[src/rtl/asp.sv]
// Authenticated serial port: host words are parity-checked, tagged and held for
// the network until acknowledged; network words are tag-checked and delivered.
module asp #(
    parameter int                  data_size = 32,
    parameter int                  tag_size  = 8,
    parameter logic [tag_size-1:0] TAG_KEY   = 8'h8D
) (
    input  logic                          clk,
    input  logic                          reset,
    input  logic                          data_parity_ready_in,
    input  logic [data_size:0]            data_parity_in,
    input  logic                          network_data_ready_in,
    input  logic                          network_ACK_in,
    input  logic [data_size+tag_size-1:0] network_data_tag_in,
    output logic                          parity_error_out,
    output logic                          host_data_ready_out,
    output logic [data_size-1:0]          host_data_out,
    output logic                          network_data_ready_out,
    output logic                          network_ACK_out,
    output logic [data_size+tag_size-1:0] network_data_tag_out
);

    localparam int N_CHUNKS = (data_size + tag_size - 1) / tag_size;
    localparam int EXT_W    = N_CHUNKS * tag_size;

    typedef enum logic {IDLE, WAIT_ACK} tx_state_t;

    tx_state_t tx_state_reg;

    // Data is zero-extended to whole chunks so a partial top chunk folds cleanly.
    function automatic logic [tag_size-1:0] calc_tag(input logic [data_size-1:0] d);
        logic [EXT_W-1:0]    ext;
        logic [tag_size-1:0] acc;
        ext = EXT_W'(d);
        acc = TAG_KEY;
        for (int i = 0; i < N_CHUNKS; i++) begin
            acc = acc ^ ext[i*tag_size +: tag_size];
        end
        return acc;
    endfunction

    logic [data_size-1:0] tx_data;
    logic                 tx_parity_ok;
    logic [tag_size-1:0]  tx_tag;
    logic [data_size-1:0] rx_data;
    logic [tag_size-1:0]  rx_tag;
    logic                 rx_tag_ok;

    assign tx_data      = data_parity_in[data_size-1:0];
    assign tx_parity_ok = ~(^data_parity_in);
    assign tx_tag       = calc_tag(tx_data);

    assign rx_data   = network_data_tag_in[data_size+tag_size-1:tag_size];
    assign rx_tag    = network_data_tag_in[tag_size-1:0];
    assign rx_tag_ok = (rx_tag == calc_tag(rx_data));

    // TX path: one word in flight; new host words are dropped while waiting.
    always_ff @(posedge clk) begin
        if (reset) begin
            tx_state_reg           <= IDLE;
            parity_error_out       <= 1'b0;
            network_data_ready_out <= 1'b0;
            network_data_tag_out   <= '0;
        end else begin
            parity_error_out <= 1'b0;
            case (tx_state_reg)
                IDLE: begin
                    if (data_parity_ready_in) begin
                        if (tx_parity_ok) begin
                            network_data_tag_out   <= {tx_data, tx_tag};
                            network_data_ready_out <= 1'b1;
                            tx_state_reg           <= WAIT_ACK;
                        end else begin
                            parity_error_out <= 1'b1;
                        end
                    end
                end
                WAIT_ACK: begin
                    if (network_ACK_in) begin
                        network_data_ready_out <= 1'b0;
                        tx_state_reg           <= IDLE;
                    end
                end
                default: tx_state_reg <= IDLE;
            endcase
        end
    end

    // RX path: stateless, every valid-high edge is a fresh word.
    always_ff @(posedge clk) begin
        if (reset) begin
            host_data_ready_out <= 1'b0;
            host_data_out       <= '0;
            network_ACK_out     <= 1'b0;
        end else begin
            host_data_ready_out <= 1'b0;
            network_ACK_out     <= 1'b0;
            if (network_data_ready_in && rx_tag_ok) begin
                host_data_out       <= rx_data;
                host_data_ready_out <= 1'b1;
                network_ACK_out     <= 1'b1;
            end
        end
    end

endmodule

[config.mk]
export PLATFORM = sky130hd
export DESIGN_NAME = asp
export DESIGN_NICKNAME = d
export VERILOG_FILES = /design/src/rtl/asp.sv
export SDC_FILE = /design/constraint.sdc
export NUM_CORES = 1
export LEC_CHECK = 0
export ABC_AREA = 1
export CELL_PAD_IN_SITES_DETAIL_PLACEMENT = 0
export CELL_PAD_IN_SITES_GLOBAL_PLACEMENT = 1
export CORE_ASPECT_RATIO = 0.7
export CORE_MARGIN = 10
export CORE_UTILIZATION = 28
export DETAILED_ROUTE_END_ITERATION = 10
export PLACE_DENSITY = 0.81
export SLEW_MARGIN = 20
export SYNTH_ARGS = -nofsm -noshare
export SYNTH_HDL_FRONTEND = slang
export SYNTH_SLANG_ARGS = --single-unit
[constraint.sdc]
create_clock -name clk -period 1.58 [get_ports clk]
set_input_delay 0.316 -clock clk [delete_from_list [all_inputs] [get_ports clk]]
set_output_delay 0.316 -clock clk [all_outputs]
set_load 0.01 [all_outputs]
==> results of run 1 <==
-- layout make-up --
type / count / area [um2] / area share, %
Timing Repair Buffer: 306 / 3048 / 33.11
Clock inverter: 6 / 90.09 / 0.9787
Clock buffer: 9 / 225.2 / 2.447
Tap cell: 231 / 289.0 / 3.140
Inverter: 131 / 536.8 / 5.831
Antenna cell: 2 / 5.005 / 0.05437
Sequential cell: 76 / 1521 / 16.53
Multi-Input combinational cell: 579 / 3490 / 37.91
-- power groups by stage --
stage / logic [uW] / registers, uW / clock network (uW)
floorplan: 1060 / 2240 / 0
global route: 3040 / 2160 / 2380
detailed placement: 2180 / 2180 / 0
CTS: 2440 / 2140 / 2330
finish: 2780 / 2140 / 2260
global placement: 2160 / 2180 / 0
-- synth_stat cells, types with 2 or more instances --
library cell	number	share of area, %
buf_1	7	0.54
clkbuf_1	7	0.54
nand3_2	2	0.41
inv_1	121	9.3
or2_2	6	0.77
nor2_1	116	8.9
nand3b_1	33	5.1
dfxtp_1	76	31
xnor2_1	35	6.3
nand3_1	11	1.1
buf_2	18	1.9
nand2_1	312	24
inv_2	9	0.69
nand4_1	42	5.4
a21oi_1	2	0.21
xor2_1	13	2.3
-- cells by family after synthesis --
| logic type | count (synthesis) |
|---|---|
| AOI/OAI and AO/OA | 5 |
| xor gates and xnor gates | 48 |
| buffers and inverters | 164 |
| DFF | 76 |
| and+or+nand+nor | 526 |
-- per-stage QoR --
step	hold slack [ps]	setup TNS [ps]	cell area (um2)	total power, uW	util (%)
after floorplan	385.1	-726.4	4902	3297	-
after global placement	455.1	-59450	7363	4346	43.02
after detailed placement	457.9	-61460	7363	4359	43.02
after CTS	286.7	-2744	8339	6910	48.72
after global routing	329.8	-9467	9203	7581	53.76
final	325.4	-3378	9205	7180	53.78
-- layer usage --
layer  track usage [%]  share of wire (%)  vias to the layer above
met4             3.226                1.4                        2
met5                 0              0.063                        -
met3             4.706                7.2                       31
met2             25.07                 45                      206
met1             22.18                 47                     2678
li1                  -                  -                     3037
-- worst paths after layout --
kind | from | endpoint | cells past startpoint
hold reg to reg | tx_state_reg | tx_state_reg | 2
setup / recovery | data_parity_in[18] | network_data_tag_out[24] | 20
setup reg to reg | tx_state_reg | network_data_tag_out[24] | 9
hold / removal | network_data_tag_in[24] | host_data_out[16] | 4
-- critical path, cell delays in order --
cell and delay (ps):
buf_4 140, inv_4 60, nand2_4 40, nand2_4 70, inv_2 50, nand2_1 70
nand2_1 80, nand2_1 80, nand2_1 90, nand2_1 90, nand2_2 70, nand2_4 100
nand2_4 60, nand2_4 80, nand3_4 140, buf_12 170, buf_16 130, nand2_2 60
inv_1 50, nor2_2 80
-- what timing repair did --
action | 4_1_cts | 5_1_grt
endpoints found under the setup margin | 91 | 106
resized for setup | 363 | 293
hold buffers | 0 | 0
setup buffers | 43 | 12
cloned | 9 | 4
endpoints found under the hold margin | 0 | 0
pin swaps | 74 | 146
==> impl_metrics.tcl, run 1 <==
set metrics [dict create \
    drv_slew 0 \
    ys_types 25 \
    io_buffers 153 \
    most-common-layout-cells "nand2_1 (234), buf_4 (133), inv_1 (89), dfxtp_1 (76), nor2_1 (67)" \
    synth-async-reset-ratio_pct 0 \
    largest_reg_flops 40 \
    grt_pass1_vias 5484 \
    top_register "network_data_tag_out" \
    die_w_um 177.6 \
    p_sw_uw 2379 \
    status "complete, but fails checks" \
    slew_headroom_pct 76.91 \
    fin_skew_ps 6.610 \
    avgRoutedWirePerCell_um 15.34 \
    critPathLaunchType "input pin" \
    drt_iter0_drc 422 \
    dp.cells 1263 \
    synth_mux_area_share_pct 0 \
    synth_seq_cells 76 \
    h-tree-depth 3 \
    yosys_warnings 0 \
    synthCells 819 \
    leakagePower_uw 0.005396 \
    required_ps 1860 \
    sw_frac_of_total_pct 33.14 \
    hold_violations 0 \
    grt_max_degree 52 \
    place_congestion 0.8367 \
    place_ws_ps -936.9 \
    violations "setup timing" \
    grt_use_total_pct 16.27 \
    vdd_drop_max_uv 461.7 \
    synth_xor_area_share_pct 8.638 \
    core_um2 17120 \
    ant_nets 0 \
    rsz0062_at_grt "true" \
    rows 40 \
    setup_violations 49 \
    syn_avg_cell_area_um2 5.943 \
    fmax_mhz 579.5 \
    ys.flop_type "dfxtp_1" \
    synth_edf_count 0 \
    fillers 1649 \
    drt_wl_total_um 20560 \
    synth_top_family_by_area "simple AND/OR/NAND/NOR gates" \
    layoutNonFillerInstCount 1340 \
    dieHeight_um 130.3 \
    synth_simple_gate_area_share_pct 46.30 \
    largestRegisters "network_data_tag_out (40), host_data_out (32)" \
    yosysSeqAreaShare_pct 31.26 \
    numCtsBuffers 9 \
    power_frac_clock_pct 31.4 \
    drtPass1Iterations 5 \
    power.density_nw_per_um2 780.0 \
    cell_internal_pwr_uw 4800 \
    worstSetupPathType "input pin to flip-flop" \
    pin_count 154 \
    synth-adder-area-share_pct 0 \
    path_clk_slew_ps 70 \
    dp_hpwl_um 13520 \
    finalCritPeriodShare_pct 109.2 \
    drv_cap 0 \
    grt_first_pass_wirelength_um 29660 \
    via_per_inst 4.443 \
    antenna_found_initial 3 \
    worstMarginPinSlew_ps 343.9 \
    clock_latency_ps 340 \
    final_common_cell "nand2_1" \
    combPwrFrac_pct 38.8 \
    worstPathArrival_ps 2010 \
    cts.sinks 76 \
    cts_root_buf "clkbuf_16" \
    drc 0 \
    cts_tree "done" \
    endpoint_kind "flip-flop" \
    vias 5954 \
    layout_setup_ws_ps -145.6 \
    hold_path.class "input pin to flip-flop" \
    synth_area_um2 4867 \
    critPathMaxFanout 5 \
    fin_crit_ps 1726 \
    synth_nets 897 \
    seqPwrFrac_pct 29.8 \
    initial_core_util_pct 28.44 \
    clockBufferDepth 2 \
    fin_nets 1181 \
    r2r_slack_ps 60 \
    gr-total-overflow 0 \
    layout-drive-gt1-share_pct 39.66 \
    area_growth_pct 89.13 \
    synth_compound_area_share_pct 0.6170 \
    die_area_um2 23140 \
]
Note: power is estimated with default switching activity, not from simulation.
==> run 2, diff against run 1 <==
PLACE_DENSITY = default   (was 0.81)
PLACE_DENSITY_LB_ADDON = 0.2   (was default)
==> run 2 against run 1 <==
  * The flow still finishes with violations (setup timing)
  * First-iteration DRC count shrank 24%
  * Cell area grew 4.0%
  * Die area is the same
  * Flip-flop and latch count is the same
  * Hold slack lost 11 ps
  * Register-to-register slack gained 30 ps
==> impl_metrics.tcl, run 2 (synthesized netlist as in run 1, its figures left out) <==
set metrics [dict create \
    fin_nets 1201 \
    combPwrFrac_pct 41.3 \
    most-common-layout-cells "nand2_1 (214), buf_4 (149), nand2_2 (78), dfxtp_1 (76), inv_1 (73)" \
    cts_root_buf "clkbuf_16" \
    pin_count 154 \
    critPathMaxFanout 7 \
    clock_latency_ps 330 \
    fin_crit_ps 1813 \
    antenna_found_initial 0 \
    critPathLaunchType "input pin" \
    h-tree-depth 3 \
    cp_common_cell "nand2_1" \
    crit_family "simple AND/OR/NAND/NOR gates" \
    core_um2 17120 \
    dieHeight_um 130.3 \
    layout_setup_ws_ps -233.0 \
    crit_slowest_cell "buf_2" \
    min_path_cells 4 \
    fmax_mhz 551.6 \
    largestRegisters "network_data_tag_out (40), host_data_out (32)" \
    slew_headroom_pct 79.41 \
    power_uw 7286 \
    p_sw_uw 2428 \
    seqPwrFrac_pct 29.4 \
    path_buf_inv 6 \
    violations "setup timing" \
    power_frac_clock_pct 29.3 \
    vdd_drop_max_uv 483.5 \
    r2r_slack_ps 90 \
    sw_frac_of_total_pct 33.32 \
    cts.sinks 76 \
    cpPeakStageDelay_ps 150 \
    grt_max_degree 46 \
    min_from "network_data_tag_in[11]" \
    crit_chain "buf_2 -> nand2_1 -> nand2_1 -> nand2_1 -> nand2_1 -> nand2_1 -> nand2_2 -> nand2_1 -> nand2_1 -> nand2_2 -> buf_6 -> nand3_4 -> nand3_4 -> buf_12 -> buf_12 -> buf_16 -> nand2_2 -> inv_2 -> nor2_1" \
    drv_cap 0 \
    final_common_cell "nand2_1" \
    power.density_nw_per_um2 761.0 \
    clockBufferDepth 2 \
    io_buffers 153 \
    die_w_um 177.6 \
    fin_tns_setup_ps -6643 \
    endpoint_kind "flip-flop" \
    drt_wl_total_um 20580 \
    place_ws_ps -894.4 \
    layout-drive-gt1-share_pct 43.79 \
    finalCritPeriodShare_pct 114.7 \
    status "complete, but fails checks" \
    place_area_um2 7411 \
    antennaDiodeCount 0 \
    fillers 1707 \
    place_congestion 0.8863 \
    cts_tree "done" \
    hold_end "host_data_out[3]" \
    setup_violations 59 \
    drc 0 \
    rows 40 \
    numCtsBuffers 9 \
    worstPathArrival_ps 2090 \
    vias 5955 \
    avgRoutedWirePerCell_um 15.14 \
    hold_violations 0 \
    gr-total-overflow 0 \
    r2r-start "tx_state_reg" \
    hold_path.class "input pin to flip-flop" \
    drv_slew 0 \
    cell_internal_pwr_uw 4859 \
    final_area_um2 9574 \
    top_register "network_data_tag_out" \
    path_clk_slew_ps 60 \
    dp_hpwl_um 13650 \
    r2r-end "network_data_tag_out[8]" \
    worstMarginPinSlew_ps 307.8 \
    fin_skew_ps 6.912 \
    grt_pass1_vias 5543 \
    worstSetupPathType "input pin to flip-flop" \
    die_area_um2 23140 \
    hold_ws_ps 314.2 \
    largest_reg_flops 40 \
    ant_nets 0 \
    grt_first_pass_wirelength_um 30870 \
    leakagePower_uw 0.005386 \
    grt_use_total_pct 17.12 \
    r2r_cells 10 \
    drt_iter0_drc 322 \
    initial_core_util_pct 28.44 \
    drtPass1Iterations 5 \
    via_per_inst 4.382 \
    required_ps 1850 \
    rsz0062_at_grt "true" \
    area_growth_pct 96.71 \
]
## run 2: cell count changes in the layout (fill, tap and decap cells not counted), sizes merged
| cell | change |
|---|---|
| buf | +25 |
| dlymetal6s2s | -8 |
| clkdlybuf4s50 | +4 |
| dlygate4sd2 | +4 |
| clkbuf | -3 |
| clkinv | -2 |
| diode | -2 |
| bufinv | -1 |
| clkinvlp | +1 |
| inv | +1 |
## run 2: metal layers
| metal | GRT usage (%) | part of all wire (%) | up-vias |
|---|---|---|---|
| li1 | - | - | 3080 |
| met1 | 24.89 | 50 | 2708 |
| met2 | 24.73 | 43 | 154 |
| met3 | 4.850 | 6.7 | 13 |
| met4 | 2.688 | 0.73 | 0 |
| met5 | 0 | 0 | - |
## run 2: how the worst max path moves through the flow
stage                     depth (start not counted)               start                  endpoint
after floorplan                                  18   data_parity_in[9]  network_data_tag_out[10]
after global placement                           18   data_parity_in[2]  network_data_tag_out[16]
after detailed placement                         19   data_parity_in[2]  network_data_tag_out[16]
after CTS                                        21   data_parity_in[0]  network_data_tag_out[19]
after global routing                             20  data_parity_in[30]  network_data_tag_out[32]
final                                            19   data_parity_in[7]   network_data_tag_out[4]
## run 2: layout make-up
class	count	area (um2)	area share, %
inverters	131	529.3	5.528
repair buffers	326	3323	34.71
well taps	231	289.0	3.019
flip-flops and latches	76	1521	15.89
clock buffers	11	242.7	2.535
clock inverters	5	58.81	0.6142
multi-input cells	579	3610	37.70
## run 2: worst register-to-register path: stages (launching register included)
cell and delay, ps:
dfxtp_1 330, inv_1 50, nand2_1 100, clkinv_1 230, nand3_4 200, buf_12 120
buf_12 110, buf_16 140, nand2_2 50, inv_1 40, nor2_1 30
## run 2: repair_timing
item / in CTS / in global routing
setup endpoints to repair: 90 / 101
pin swaps: 105 / 128
gates cloned: 13 / 1
buffers inserted: 60 / 12
hold buffers: 0 / 0
resized for setup: 490 / 239
## run 2: metrics by stage
stage	cells	utilization (%)
floorplan	819	-
global placement	1271	43.30
detailed placement	1271	43.30
CTS	1349	51.46
global route	1359	55.94
finish	1359	55.94
## run 2: power groups by stage
stage / registers (uW) / clock network (uW) / logic [uW]
3_3_place_gp: 2180 / 0 / 2210
6_report: 2140 / 2130 / 3010
4_1_cts: 2140 / 2220 / 2790
5_1_grt: 2160 / 2290 / 3290
3_5_place_dp: 2180 / 0 / 2210
2_1_floorplan: 2240 / 0 / 1060
==> run 3, diff against run 2 <==
REMOVE_ABC_BUFFERS = 1   (was default)
==> run 3 against run 2 <==
  * The run still ends with setup timing left
  * Wire length fell by 7.6%
  * Final cell count decreased by 2.6%
  * Global-route usage is 1.2 points lower
  * Worst setup slack improved by 90 ps
  * Critical endpoint is now network_data_tag_out[21]
==> impl_metrics.tcl, run 3 (synthesized netlist as in run 1, its figures left out) <==
set metrics [dict create \
    antenna_found_initial 0 \
    fin_tns_setup_ps -4745 \
    clockBufferDepth 2 \
    min_from "network_data_tag_in[34]" \
    r2r_slack_ps 90 \
    numCtsBuffers 9 \
    via_per_inst 4.299 \
    vias 5688 \
    rsz0062_at_grt "true" \
    met1_usage_pct 22.95 \
    worstMarginPinSlew_ps 296.7 \
    dp_hpwl_um 12640 \
    area_growth_pct 84.34 \
    core_um2 17120 \
    drc 0 \
    drv_cap 0 \
    required_ps 1820 \
    status "complete, but fails checks" \
    endpoint_kind "flip-flop" \
    slew_headroom_pct 80.22 \
    finalCritPeriodShare_pct 109.0 \
    grt_max_degree 58 \
    hold_end "host_data_out[26]" \
    die_w_um 177.6 \
    antennaDiodeCount 0 \
    die_area_um2 23140 \
    largest_reg_flops 40 \
    h-tree-depth 3 \
    grt_use_met2_pct 23.27 \
    multiInputGateArea_um2 3423 \
    cts_root_buf "clkbuf_16" \
    largestRegisters "network_data_tag_out (40), host_data_out (32)" \
    drt_wl_total_um 19010 \
    cts.sinks 76 \
    grt_use_total_pct 15.95 \
    most-common-layout-cells "nand2_1 (212), buf_4 (105), nand2_2 (82), nor2_1 (77), dfxtp_1 (76)" \
    layout_setup_ws_ps -142.8 \
    dieHeight_um 130.3 \
    fin_crit_ps 1723 \
    layout-drive-gt1-share_pct 41.67 \
    clock_latency_ps 340 \
    hold_violations 0 \
    place_ws_ps -919.2 \
    worstPathArrival_ps 1960 \
    ff_latch_area_um2 1521 \
    drtPass1Iterations 8 \
    min_path_cells 4 \
    critPathLaunchType "input pin" \
    vdd_drop_max_uv 423.1 \
    hold_ws_ps 287.5 \
    ant_nets 0 \
    final_common_cell "nand2_1" \
    violations "setup timing" \
    use_met3_pct 3.926 \
    r2r-start "tx_state_reg" \
    leakagePower_uw 0.004879 \
    grt_most_used_layer "met2" \
    grt_pass1_vias 5267 \
    fin_skew_ps 5.826 \
    initial_core_util_pct 28.44 \
    critPathMaxFanout 8 \
    drt_iter0_drc 360 \
    place_congestion 0.8432 \
    io_buffers 153 \
    drv_slew 0 \
    power.density_nw_per_um2 828.5 \
    fillers 1729 \
    r2r_cells 9 \
    worstSetupPathType "input pin to flip-flop" \
    hold_path.class "input pin to flip-flop" \
    gr-total-overflow 0 \
    fmax_mhz 580.4 \
    avgRoutedWirePerCell_um 14.37 \
    path_clk_slew_ps 60 \
    top_register "network_data_tag_out" \
    pin_count 154 \
    rows 40 \
    setup_violations 52 \
    cts_tree "done" \
    fin_nets 1165 \
    grt_first_pass_wirelength_um 28840 \
    r2r-end "network_data_tag_out[21]" \
]
[run 3: layer usage]
layer / share of wire (%) / vias to the layer above
li1: - / 3003
met1: 51 / 2563
met2: 43 / 109
met3: 5.2 / 13
met4: 0.90 / 0
met5: 0 / -
[run 3: per-stage QoR]
step | power, uW | utilization [%] | instances | instance area (um2)
after CTS | 7283 | 48.82 | 1315 | 8357
after global placement | 4295 | 42.52 | 1256 | 7278
after detailed placement | 4289 | 42.52 | 1256 | 7278
after global routing | 7885 | 52.42 | 1323 | 8972
final | 7434 | 52.42 | 1323 | 8972
after floorplan | 3225 | - | 786 | 4717
[run 3: worst max path at each step]
stage	cells after the start	from	endpoint
after floorplan	16	data_parity_in[9]	network_data_tag_out[17]
after global placement	19	data_parity_in[25]	network_data_tag_out[5]
after detailed placement	19	data_parity_in[25]	network_data_tag_out[13]
after CTS	20	data_parity_in[24]	network_data_tag_out[32]
after global routing	20	data_parity_in[30]	network_data_tag_out[32]
final	20	data_parity_in[30]	network_data_tag_out[21]
[run 3: critical path: stages]
cell and delay [ps]:
buf_4 130, inv_2 90, nand2_2 80, nand2_2 70
nand3_2 90, nand2_2 80, nand2_2 50, nand2_2 80
nand2_1 60, nand2_1 70, nand2_2 60, nand2_2 70
nand2_2 60, buf_6 120, nand3_4 90, buf_6 150
buf_12 160, nand2_2 60, inv_2 40, nor2_1 30
[run 3: area by class of cell]
cell class              instances  area share [%]
flip-flops and latches         76           16.96
clock buffers                  11           2.705
clock inverters                 5           1.199
multi-input cells             579           38.15
inverters                     131           5.620
well taps                     231           3.221
repair buffers                290           32.14
[run 3: where the power goes]
part | internal [uW] | switching (uW)
Clock | 1600 | 898
Sequential | 2060 | 69.3
Combinational | 1380 | 1420
Total | 5040 | 2390
[run 3: what timing repair did]
item | 4_1_cts | 5_1_grt
gates cloned | 13 | 2
gates resized for setup | 416 | 226
hold buffers | 0 | 0
setup buffers | 31 | 10
pin swaps | 104 | 118
hold endpoints to repair | 0 | 0
endpoints found under the setup margin | 91 | 99
==> edit (flow settings as in run 1) <==
`data_size`: 32 -> 16.
--- a/src/rtl/asp.sv
+++ b/src/rtl/asp.sv
@@ -1,7 +1,7 @@
 // Authenticated serial port: host words are parity-checked, tagged and held for
 // the network until acknowledged; network words are tag-checked and delivered.
 module asp #(
-    parameter int                  data_size = 32,
+    parameter int                  data_size = 16,
     parameter int                  tag_size  = 8,
     parameter logic [tag_size-1:0] TAG_KEY   = 8'h8D
 ) (
Interface: changed (resized data_parity_in, host_data_out, network_data_tag_in and network_data_tag_out); port bits go from 154 to 90. No check against the original RTL was run, so the function may have changed too.
==> edit against run 1 <==
  * Sequential cell count is 32 lower
  * Worst setup slack better by 0.18 ns
  * Die area is 42% lower
  * Cell area is 53% lower
  * Critical path depth is 19 lower
  * Power is 46% lower
  * Non-clock buffer count is 160 lower
  * Wire length is 58% lower
  * Synthesized area is 48% lower
  * Clock power is 54% lower
  * Critical path type is now reg -> out
  * Largest power group unchanged
==> edit: results (changes against run 1) <==
[routing]
drt_wl_total_mm = 8.63  ; -58%
vias = 2716  ; -54%
first_pass_iters = 4  ; -1
first_iter_violations = 129  ; -69%

[clocking]
numCtsBuffers = 5  ; -4
clk_latency_ns = 0.28  ; -0.06 ns
cts.htree.levels = 2  ; -1

[critical_path]
reg2reg_to = network_data_tag_out[3]
crit_type = reg -> out
reg2reg_setup_slack_ns = 0.43  ; +0.37 ns
crit_end = network_data_tag_out[5]
cpPeakStageDelay_ns = 0.57  ; +0.40 ns
cp_max_fo = 2  ; -3

[placement]
portBuffers = 89  ; -42%
gp_congestion = 0.759  ; -9.3%
dp_hpwl_mm = 6.03  ; -55%
preCtsSetupSlack_ns = -0.632  ; +0.305 ns

[cells_and_area]
drive_above_1_share_pct = 28.4  ; -11 points
final.fill_count = 894  ; -46%
antenna_cells = 0  ; -2

[global_routing]
grt_start_max_net_pins = 50  ; -3.8%
antenna_found_initial = 0  ; -3

[yosys]
yosysSeqAreaShare_pct = 34.5  ; +3.3 points
synth_area_leaders = dfxtp_1, nand2_1, nand3_1, a21oi_1, inv_1

[timing]
finalClockSkew_ns = 0.00508  ; -0.00153 ns
fmax_mhz = 648  ; +12%
tightest_slew_ns = 0.366  ; +0.0218 ns

[power_and_ir_drop]
internal_power_mw = 2.65  ; -45%

[status]
outcome = finished clean

==> edit: routing by layer <==
layer / up-vias / track usage [%] / wire (µm)
met5: - / 0 / 0
met4: 0 / 2.75 / 98
met3: 6 / 2.89 / 349
met2: 47 / 19.2 / 4090
met1: 1247 / 14.8 / 4080
li1: 1416 / - / -
==> edit: worst min path at each step <==
stage	from	endpoint	slack, ns	cells after the start
finish	data_parity_in[5]	network_data_tag_out[13]	0.45	5
global route	data_parity_in[5]	network_data_tag_out[13]	0.47	5
floorplan	reset	network_data_ready_out	0.39	1
global placement	tx_state_reg	tx_state_reg	0.45	2
CTS	tx_state_reg	tx_state_reg	0.47	2
detailed placement	tx_state_reg	tx_state_reg	0.46	2
==> edit: timing repair <==
action	CTS	global route
pin swaps	5	17
cloned	1	6
setup endpoints to repair	43	43
gates resized for setup	36	87
buffers inserted	1	1
==> edit: cell families (layout without fill, tap and decap cells) <==
family	Yosys count	after routing	share of synthesized area [%]
xor gates and xnor gates	29	29	9.96
and+or+nand+nor	184	184	32.2
DFF	44	44	34.5
buffers and inverters	64	197	13.3
AOI/OAI and AO/OA	46	46	9.96
==> edit: worst min-delay path: stages <==
cell,delay [ns]
clkbuf_2,0.14
inv_1,0.07
nand3_1,0.06
nand2_1,0.06
nor2_1,0.04
==> edit: area by class of cell <==
class	count	area, µm²	share of cell area [%]
clock buffer	7	143	3.31
timing repair buffer	146	1450	33.6
tap	124	155	3.60
multi-input combinational	259	1510	35.1
inverter	43	161	3.75
clock inverter	1	7.51	0.174
sequential	44	881	20.5
==> edit: power by group through the flow <==
stage               clock network, mW  logic [mW]  registers (mW)
floorplan                           0       0.721            1.36
global placement                    0        1.32            1.32
detailed placement                  0        1.33            1.32
CTS                              1.10        1.35            1.30
global route                     1.14        1.69            1.31
finish                           1.05        1.56            1.30
